File: src/rtl/dmem_access_ctrl.sv
// MEM-stage data-memory sequencer: req/ack port with byte lanes, load formatting, pipeline stall.
// Optional DMEM_MISALIGN_TRAP_EN: misaligned half/word accesses trap instead of being issued.
module dmem_access_ctrl #(
  parameter int unsigned TIMEOUT_CYCLES = 64,
  parameter int unsigned CNT_W          = 8
) (
  input  logic        CLK,
  input  logic        RESET,
  input  logic [31:0] MEM_ALU_OUT,
  input  logic [31:0] MEM_REG_DATA2,
  input  logic [3:0]  MEM_DATA_MEM_READ,
  input  logic [2:0]  MEM_DATA_MEM_WRITE,
  output logic        STALL,
  output logic [31:0] LOAD_DATA,
  output logic        BUS_ERROR,
  output logic        MISALIGN,
  output logic        DM_REQ,
  output logic        DM_WE,
  output logic [31:0] DM_ADDR,
  output logic [31:0] DM_WDATA,
  output logic [3:0]  DM_BE,
  input  logic [31:0] DM_RDATA,
  input  logic        DM_ACK
);

  typedef enum logic [1:0] {StIdle, StWait, StDone} state_e;
  typedef enum logic [1:0] {SzByte, SzHalf, SzWord} size_e;

  localparam bit               TimeoutEn   = (TIMEOUT_CYCLES != 0);
  localparam logic [CNT_W-1:0] TimeoutLast = CNT_W'(TIMEOUT_CYCLES - 1);

  state_e            state_q, state_d;
  logic [CNT_W-1:0]  cnt_q, cnt_d;
  logic              req_q, req_d;
  logic              we_q, we_d;
  logic [31:0]       addr_q, addr_d;
  logic [31:0]       wdata_q, wdata_d;
  logic [3:0]        be_q, be_d;
  logic [31:0]       load_q, load_d;
  logic              berr_q, berr_d;
  logic              mis_q, mis_d;
  logic              ld_q, ld_d;
  logic [2:0]        f3_q, f3_d;
  logic [1:0]        lane_q, lane_d;

  logic              op_load, op_store, op_valid;
  logic [1:0]        lane;
  size_e             acc_size;
  logic [3:0]        acc_be;
  logic [31:0]       acc_wdata;
  logic              misaligned;
  logic              timeout_hit;
  logic [7:0]        rd_byte;
  logic [15:0]       rd_half;
  logic [31:0]       rd_fmt;

  // Load has priority when both enables are set.
  assign op_load  = MEM_DATA_MEM_READ[3];
  assign op_store = MEM_DATA_MEM_WRITE[2] & ~op_load;
  assign op_valid = op_load | op_store;
  assign lane     = MEM_ALU_OUT[1:0];

  always_comb begin
    acc_size = SzWord;
    if (op_load) begin
      unique case (MEM_DATA_MEM_READ[2:0])
        3'b000, 3'b100: acc_size = SzByte;
        3'b001, 3'b101: acc_size = SzHalf;
        default:        acc_size = SzWord;
      endcase
    end else begin
      unique case (MEM_DATA_MEM_WRITE[1:0])
        2'b00:   acc_size = SzByte;
        2'b01:   acc_size = SzHalf;
        default: acc_size = SzWord;
      endcase
    end
  end

  always_comb begin
    acc_be    = 4'b1111;
    acc_wdata = MEM_REG_DATA2;
    unique case (acc_size)
      SzByte: begin
        acc_be    = 4'b0001 << lane;
        acc_wdata = {4{MEM_REG_DATA2[7:0]}};
      end
      SzHalf: begin
        acc_be    = lane[1] ? 4'b1100 : 4'b0011;
        acc_wdata = {2{MEM_REG_DATA2[15:0]}};
      end
      default: begin
        acc_be    = 4'b1111;
        acc_wdata = MEM_REG_DATA2;
      end
    endcase
    if (!op_store) acc_wdata = '0;
  end

`ifdef DMEM_MISALIGN_TRAP_EN
  assign misaligned = ((acc_size == SzHalf) & lane[0]) | ((acc_size == SzWord) & (|lane));
`else
  assign misaligned = 1'b0;
`endif

  assign timeout_hit = TimeoutEn && (cnt_q == TimeoutLast);

  // Load formatting uses the lane/funct3 latched when the request was issued.
  always_comb begin
    rd_byte = DM_RDATA[7:0];
    unique case (lane_q)
      2'd0: rd_byte = DM_RDATA[7:0];
      2'd1: rd_byte = DM_RDATA[15:8];
      2'd2: rd_byte = DM_RDATA[23:16];
      2'd3: rd_byte = DM_RDATA[31:24];
      default: rd_byte = DM_RDATA[7:0];
    endcase
    rd_half = lane_q[1] ? DM_RDATA[31:16] : DM_RDATA[15:0];
    unique case (f3_q)
      3'b000:  rd_fmt = {{24{rd_byte[7]}}, rd_byte};
      3'b100:  rd_fmt = {24'b0, rd_byte};
      3'b001:  rd_fmt = {{16{rd_half[15]}}, rd_half};
      3'b101:  rd_fmt = {16'b0, rd_half};
      default: rd_fmt = DM_RDATA;
    endcase
  end

  always_comb begin
    state_d = state_q;
    cnt_d   = cnt_q;
    req_d   = req_q;
    we_d    = we_q;
    addr_d  = addr_q;
    wdata_d = wdata_q;
    be_d    = be_q;
    load_d  = load_q;
    berr_d  = 1'b0;
    mis_d   = 1'b0;
    ld_d    = ld_q;
    f3_d    = f3_q;
    lane_d  = lane_q;
    unique case (state_q)
      StIdle: begin
        if (op_valid) begin
          if (misaligned) begin
            mis_d   = 1'b1;
            load_d  = '0;
            state_d = StDone;
          end else begin
            req_d   = 1'b1;
            we_d    = op_store;
            addr_d  = {MEM_ALU_OUT[31:2], 2'b00};
            wdata_d = acc_wdata;
            be_d    = acc_be;
            cnt_d   = '0;
            ld_d    = op_load;
            f3_d    = MEM_DATA_MEM_READ[2:0];
            lane_d  = lane;
            state_d = StWait;
          end
        end
      end
      StWait: begin
        if (DM_ACK) begin
          req_d   = 1'b0;
          load_d  = ld_q ? rd_fmt : '0;
          state_d = StDone;
        end else if (timeout_hit) begin
          req_d   = 1'b0;
          load_d  = '0;
          berr_d  = 1'b1;
          state_d = StDone;
        end else begin
          cnt_d = cnt_q + CNT_W'(1);
        end
      end
      StDone: state_d = StIdle;
      default: state_d = StIdle;
    endcase
  end

  always_ff @(posedge CLK or negedge RESET) begin
    if (!RESET) begin
      state_q <= StIdle;
      cnt_q   <= '0;
      req_q   <= 1'b0;
      we_q    <= 1'b0;
      addr_q  <= '0;
      wdata_q <= '0;
      be_q    <= '0;
      load_q  <= '0;
      berr_q  <= 1'b0;
      mis_q   <= 1'b0;
      ld_q    <= 1'b0;
      f3_q    <= '0;
      lane_q  <= '0;
    end else begin
      state_q <= state_d;
      cnt_q   <= cnt_d;
      req_q   <= req_d;
      we_q    <= we_d;
      addr_q  <= addr_d;
      wdata_q <= wdata_d;
      be_q    <= be_d;
      load_q  <= load_d;
      berr_q  <= berr_d;
      mis_q   <= mis_d;
      ld_q    <= ld_d;
      f3_q    <= f3_d;
      lane_q  <= lane_d;
    end
  end

  // Stall is combinational so the upstream registers freeze in the issuing cycle.
  assign STALL     = RESET & (((state_q == StIdle) & op_valid) | (state_q == StWait));
  assign LOAD_DATA = load_q;
  assign BUS_ERROR = berr_q;
  assign MISALIGN  = mis_q;
  assign DM_REQ    = req_q;
  assign DM_WE     = we_q;
  assign DM_ADDR   = addr_q;
  assign DM_WDATA  = wdata_q;
  assign DM_BE     = be_q;

endmodule

File: config.mk
export PLATFORM = sky130hd
export DESIGN_NAME = dmem_access_ctrl
export DESIGN_NICKNAME = d
export VERILOG_FILES = /design/src/rtl/dmem_access_ctrl.sv
export SDC_FILE = /design/constraint.sdc
export NUM_CORES = 1
export LEC_CHECK = 0
export BUFFER_PORTS_ARGS = -buffer_cell sky130_fd_sc_hd__buf_2
export CORE_MARGIN = 5
export CORE_UTILIZATION = 35
export CTS_BUF_LIST = sky130_fd_sc_hd__clkbuf_4 sky130_fd_sc_hd__clkbuf_8 sky130_fd_sc_hd__clkbuf_16
export DETAILED_ROUTE_END_ITERATION = 7
export PLACE_DENSITY = 0.59
export SLEW_MARGIN = 20
export SYNTH_ARGS = -nofsm -noshare
export SYNTH_HDL_FRONTEND = slang
export SYNTH_SLANG_ARGS = --single-unit
File: constraint.sdc
create_clock -name CLK -period 3.2 [get_ports CLK]
set_clock_uncertainty 0.1 [all_clocks]
set_input_delay 0.96 -clock CLK [delete_from_list [all_inputs] [get_ports CLK]]
set_output_delay 0.96 -clock CLK [all_outputs]
set_load 0.01 [all_outputs]
==> results of run 1 <==
[power breakdown]
group | switching (mW) | total, mW | internal [mW]
Sequential | 0.401 | 2.44 | 2.04
Combinational | 1.27 | 2.23 | 0.958
Clock | 0.679 | 1.95 | 1.27
Total | 2.35 | 6.62 | 4.27
[sequential cells by signal, indices dropped and copies added (netlist names)]
register	count
BUS_ERROR	1
DM_ADDR	30
DM_BE	4
DM_REQ	1
DM_WDATA	32
DM_WE	1
LOAD_DATA	32
cnt_q	8
f3_q	3
lane_q	2
ld_q	1
state_q	2
[metrics by stage]
stage                     power (mW)  utilization, %  worst slack, ps  cell area (µm²)
after floorplan                 3.73               -              154             5400
after global placement          4.67            43.5              410             6590
after detailed placement        4.72            43.5              390             6590
after CTS                       6.70            47.6              383             7200
after global routing            7.07            47.6              352             7210
final                           6.62            47.6              379             7210
[cells in the final DEF, fill, tap and decap left out, drive strengths merged, types with 2 or more instances in the layout]
cell type,count
a22o,26
conb,3
nor4,2
nor3,3
mux2,5
and3,4
mux2i,24
buf,219
o31ai,6
o21a,5
bufinv,3
nand2,133
o22a,4
nor2b,8
or2,3
clkbuf,21
o22ai,2
nor3b,3
inv,9
dfrtp,117
clkinv,4
or4,5
or3,3
o221ai,8
nand2b,20
nand3,2
a21boi,3
or3b,2
o2bb2ai,12
clkinvlp,4
o21ai,41
a21oi,16
a221o,4
nor2,26
a221oi,2
[how the worst min path moves through the flow]
stage,endpoint,slack [ps],cells past startpoint
after global placement,DM_ADDR[2],350,2
after global routing,DM_ADDR[12],400,2
after detailed placement,DM_ADDR[11],360,2
after CTS,DM_ADDR[11],370,2
final,DM_ADDR[11],370,2
after floorplan,ld_q,380,1
[final cells by class]
cell class / instances / area share (%)
sequential: 117 / 40.6
multi-input combinational: 383 / 31.4
clock buffer: 20 / 6.39
tap: 188 / 3.26
inverter: 8 / 0.417
timing repair buffer: 220 / 15.8
clock inverter: 12 / 2.12
[routing by layer]
layer	routed length (µm)	global-route usage, %	vias up
met5	7	0	-
met2	7120	27.3	180
li1	-	-	2300
met1	7320	23.2	2305
met4	166	4.69	2
met3	1170	5.85	19
[critical path, stage by stage]
cell	delay, ps
buf_2	160
or2_2	340
nand2_2	70
a21boi_0	80
buf_2	150
[cells by family (layout without fill, tap and decap cells)]
group                    after synthesis  in the layout  synth area share (%)
buffers and inverters                 45            260                  3.85
AND/OR/NAND/NOR                      218            218                  18.3
flip-flops                           117            117                  54.3
adder cells (fa/ha/maj)                1              1                 0.232
multiplexers                          30             30                  6.15
other                                  1              3                0.0696
AO/OA/AOI/OAI                        131            131                  17.1
==> impl_metrics.yaml, run 1 <==
setup_path:
  startpoint: "MEM_DATA_MEM_READ[3]"
  r2r-end: "LOAD_DATA[2]"
  cp.arrival_ps: 1760
  cp-endpoint: "STALL"
  r2r_start: "cnt_q[0]"
  crit_path_start_kind: "input port"
  reg2reg_setup_slack_ps: 1020
  end_kind: "output port"
  crit_fanout: 8
  critical_path_class: "in2out"
  crit_required_ps: 2140
  r2r_cells: 6
worst_hold_path:
  min_path_type: "reg2reg"
  hold_start: "DM_ADDR[11]"
yosys:
  mappedNetlistArea_um2: 5390
  yosysTopAreaCell: "dfrtp_1"
  syn_area_per_cell_um2: 9.92
  async_flop_share_pct: 100
  synth_top_area_share_pct: 54.3
  yosys_warnings: 0
  synth.most_common_cell: "nand2_1"
  synth_top_flop_cell: "dfrtp_1"
  ys_ff_latch: 117
  seq_area_frac_synth_pct: 54.3
  synth.distinct_cells: 47
  synth_commonest_cells: "133 x nand2_1, 117 x dfrtp_1, 37 x o21ai_0, 26 x a22o_1, 25 x nor2_1"
  synth_edf_count: 0
  ys_top_cells_by_area: "dfrtp_1 54%, nand2_1 9.3%, mux2i_1 4.3%"
  synthCells: 543
place:
  io_buffers: 207
  place_inst: 915
  dp_hpwl_um: 11500
  gp_congestion: 0.829
sta:
  hold_viol_final: 0
  finalCritPeriodShare_pct: 88.2
  maxSlewViolCount: 0
  fin_setup_tns_ps: 0
  grt_setup_unrepaired: "no"
  tightest_slew_ps: 770
  timing.final.crit_period_ps: 2820
  fmax_ghz: 0.354
  whs_ps: 369
  slew_headroom_pct: 48.7
  setup_viol: 0
flow_run:
  maxCapViolations: 0
cts:
  cts.htree.levels: 4
  cts_hold_buf: 0
  cts_tree: "done"
  cts_root_buf: "clkbuf_16"
  clk_pin_slew_worst_paths_ps: 50
  cts_setup_buffers: 0
  clk_latency_ps: 400
  ctsResizeCount: 0
  cts_sinks: 117
  cts_buffers: 17
  clockBufferDepth: 2
floorplanning:
  fp.dieW_um: 134
  ios: 211
  die_y_um: 134
  initial_core_util_pct: 35.6
  core-area_um2: 15100
  rows: 45
  die_area_um2: 18000
global_routing:
  grt_max_degree: 69
  grt_overflow: 0
  grt_antenna_before_repair: 1
  grt_pass1_vias: 4908
  grt_pass1_wl_um: 25200
  grt_usage_pct: 17.4
final_layout:
  seq_area_um2: 2930
  drive_gt1_share_pct: 35.1
  n_fill_cell: 1434
  final_cells: 948
  n_antenna_cell: 0
  layout.nets: 854
  syn_to_final_growth_pct: 33.8
  multi_input_comb_area_um2: 2270
detailed_routing:
  vias: 4806
  dr.pass1.iters: 4
  wl_per_cell_um: 16.6
  routed_wl_um: 15800
  viasPerCell: 5.07
  antenna_left: 0
  drc: 0
  drtIter0Drc: 185
pwr:
  p_leak_nw: 3.73
  power.density_nw_per_um2: 918
  vdd.ir_drop.worst_mv: 0.380
outcome:
  outcome: "finished clean"
No activity file was read; power rests on OpenSTA's default activity.
==> run 2, diff against run 1 <==
--- a/config.mk
+++ b/config.mk
@@ -5,6 +5,7 @@
 export SDC_FILE = /design/constraint.sdc
 export NUM_CORES = 1
 export LEC_CHECK = 0
+export ABC_CLOCK_PERIOD_IN_PS = 3050
 export BUFFER_PORTS_ARGS = -buffer_cell sky130_fd_sc_hd__buf_2
 export CORE_MARGIN = 5
 export CORE_UTILIZATION = 35
==> constraint.sdc (replaced) <==
create_clock -name CLK -period 3.05 [get_ports CLK]
set_clock_uncertainty 0.1 [all_clocks]
set_input_delay 0.915 -clock CLK [delete_from_list [all_inputs] [get_ports CLK]]
set_output_delay 0.915 -clock CLK [all_outputs]
set_load 0.01 [all_outputs]
==> impl_metrics.yaml, run 2 (synthesized netlist as in run 1, its figures left out) <==
final_layout:
  drive_gt1_share_pct: 35.3
  final_common_cell: "buf_2"
  mostFrequentLayoutCells: "206 x buf_2, 132 x nand2_1, 117 x dfrtp_1, 37 x o21ai_0, 26 x a22o_1"
  n_antenna_cell: 0
  n_fill_cell: 1411
  layout.nets: 856
  syn_to_final_growth_pct: 35.3
detailed_routing:
  vias: 4877
  drc: 0
  wl_per_cell_um: 17.0
  viasPerCell: 5.13
  dr.pass1.iters: 5
  routed_wl_um: 16100
  drtIter0Drc: 237
  antenna_left: 0
floorplanning:
  die_area_um2: 18000
  core-area_um2: 15100
  die_y_um: 134
  rows: 45
  fp.dieW_um: 134
  ios: 211
  initial_core_util_pct: 35.6
setup_path:
  r2r_cells: 6
  crit_fanout: 3
  cp.arrival_ps: 1620
  crit_path_start_kind: "input port"
  critical_path_class: "in2out"
  crit_required_ps: 2030
  end_kind: "output port"
global_routing:
  grt_pass1_vias: 5014
  grt_antenna_before_repair: 1
  grt_max_degree: 69
  grt_overflow: 0
  grt_usage_pct: 18.1
  grt_pass1_wl_um: 26100
cts:
  cts_hold_buf: 0
  cts_setup_buffers: 0
  cts_root_buf: "clkbuf_16"
  clk_latency_ps: 410
  cts.htree.levels: 4
  clockBufferDepth: 2
  ctsResizeCount: 0
  cts_buffers: 17
  cts_tree: "done"
  clk_pin_slew_worst_paths_ps: 50
  cts_sinks: 117
sta:
  maxSlewViolCount: 0
  tightest_slew_ps: 847
  finalCritPeriodShare_pct: 86.5
  grt_setup_unrepaired: "no"
  whs_ps: 371
  hold_viol_final: 0
  fmax_ghz: 0.379
  fin_setup_tns_ps: 0
  timing.final.crit_period_ps: 2640
  setup_viol: 0
  slew_headroom_pct: 43.5
pwr:
  power_mw: 7.18
  vdd.ir_drop.worst_mv: 0.432
  p_leak_nw: 3.77
  power.density_nw_per_um2: 985
flow_run:
  maxCapViolations: 0
worst_hold_path:
  min_path_type: "reg2reg"
  holdPathStages: 2
place:
  dp_hpwl_um: 11700
  gp_congestion: 0.781
  io_buffers: 207
outcome:
  outcome: "finished clean"
run 2: power breakdown:
part | switching, mW | internal (mW) | total, mW
combinational | 1.34 | 1.01 | 2.34
clock | 0.719 | 1.54 | 2.26
sequential | 0.439 | 2.14 | 2.58
total | 2.49 | 4.68 | 7.18
run 2: layout make-up:
cell class	count	area, µm²	share of cell area (%)
clock buffers	21	480	6.59
clock inverters	11	195	2.68
inverters	8	30.0	0.412
multi-input cells	383	2270	31.1
flip-flops and latches	117	2930	40.2
well taps	188	235	3.23
repair buffers	222	1150	15.8
run 2: worst paths after layout:
path / start / to / slack [ps]
min: DM_ADDR[27] / DM_ADDR[27] / 370
min in group asynchronous: RESET / DM_WDATA[12] / 540
max: MEM_DATA_MEM_READ[3] / STALL / 410
max reg2reg: cnt_q[0] / LOAD_DATA[0] / 830
max in group asynchronous: RESET / BUS_ERROR / 1660
min reg2reg: DM_ADDR[27] / DM_ADDR[27] / 370
run 2: per-stage QoR:
stage / util [%] / area, µm² / setup slack, ps / cells
2_1_floorplan: - / 5400 / 93.8 / 545
3_3_place_gp: 43.6 / 6600 / 413 / 917
3_5_place_dp: 43.6 / 6600 / 351 / 917
4_1_cts: 48.1 / 7280 / 409 / 949
5_1_grt: 48.1 / 7290 / 341 / 950
6_report: 48.1 / 7290 / 410 / 950
run 2: critical path, cell delays in order:
cell and delay [ps]:
buf_2 100, or2_2 320, nand2_2 70, a21boi_0 70, buf_2 140
run 2: layer usage:
layer,part of all wire [%],vias up,global-route usage (%)
met3,9.0,19,6.94
met5,0.081,-,0
met1,45,2349,23.9
li1,-,2306,-
met2,45,201,27.9
met4,1.3,2,5.20
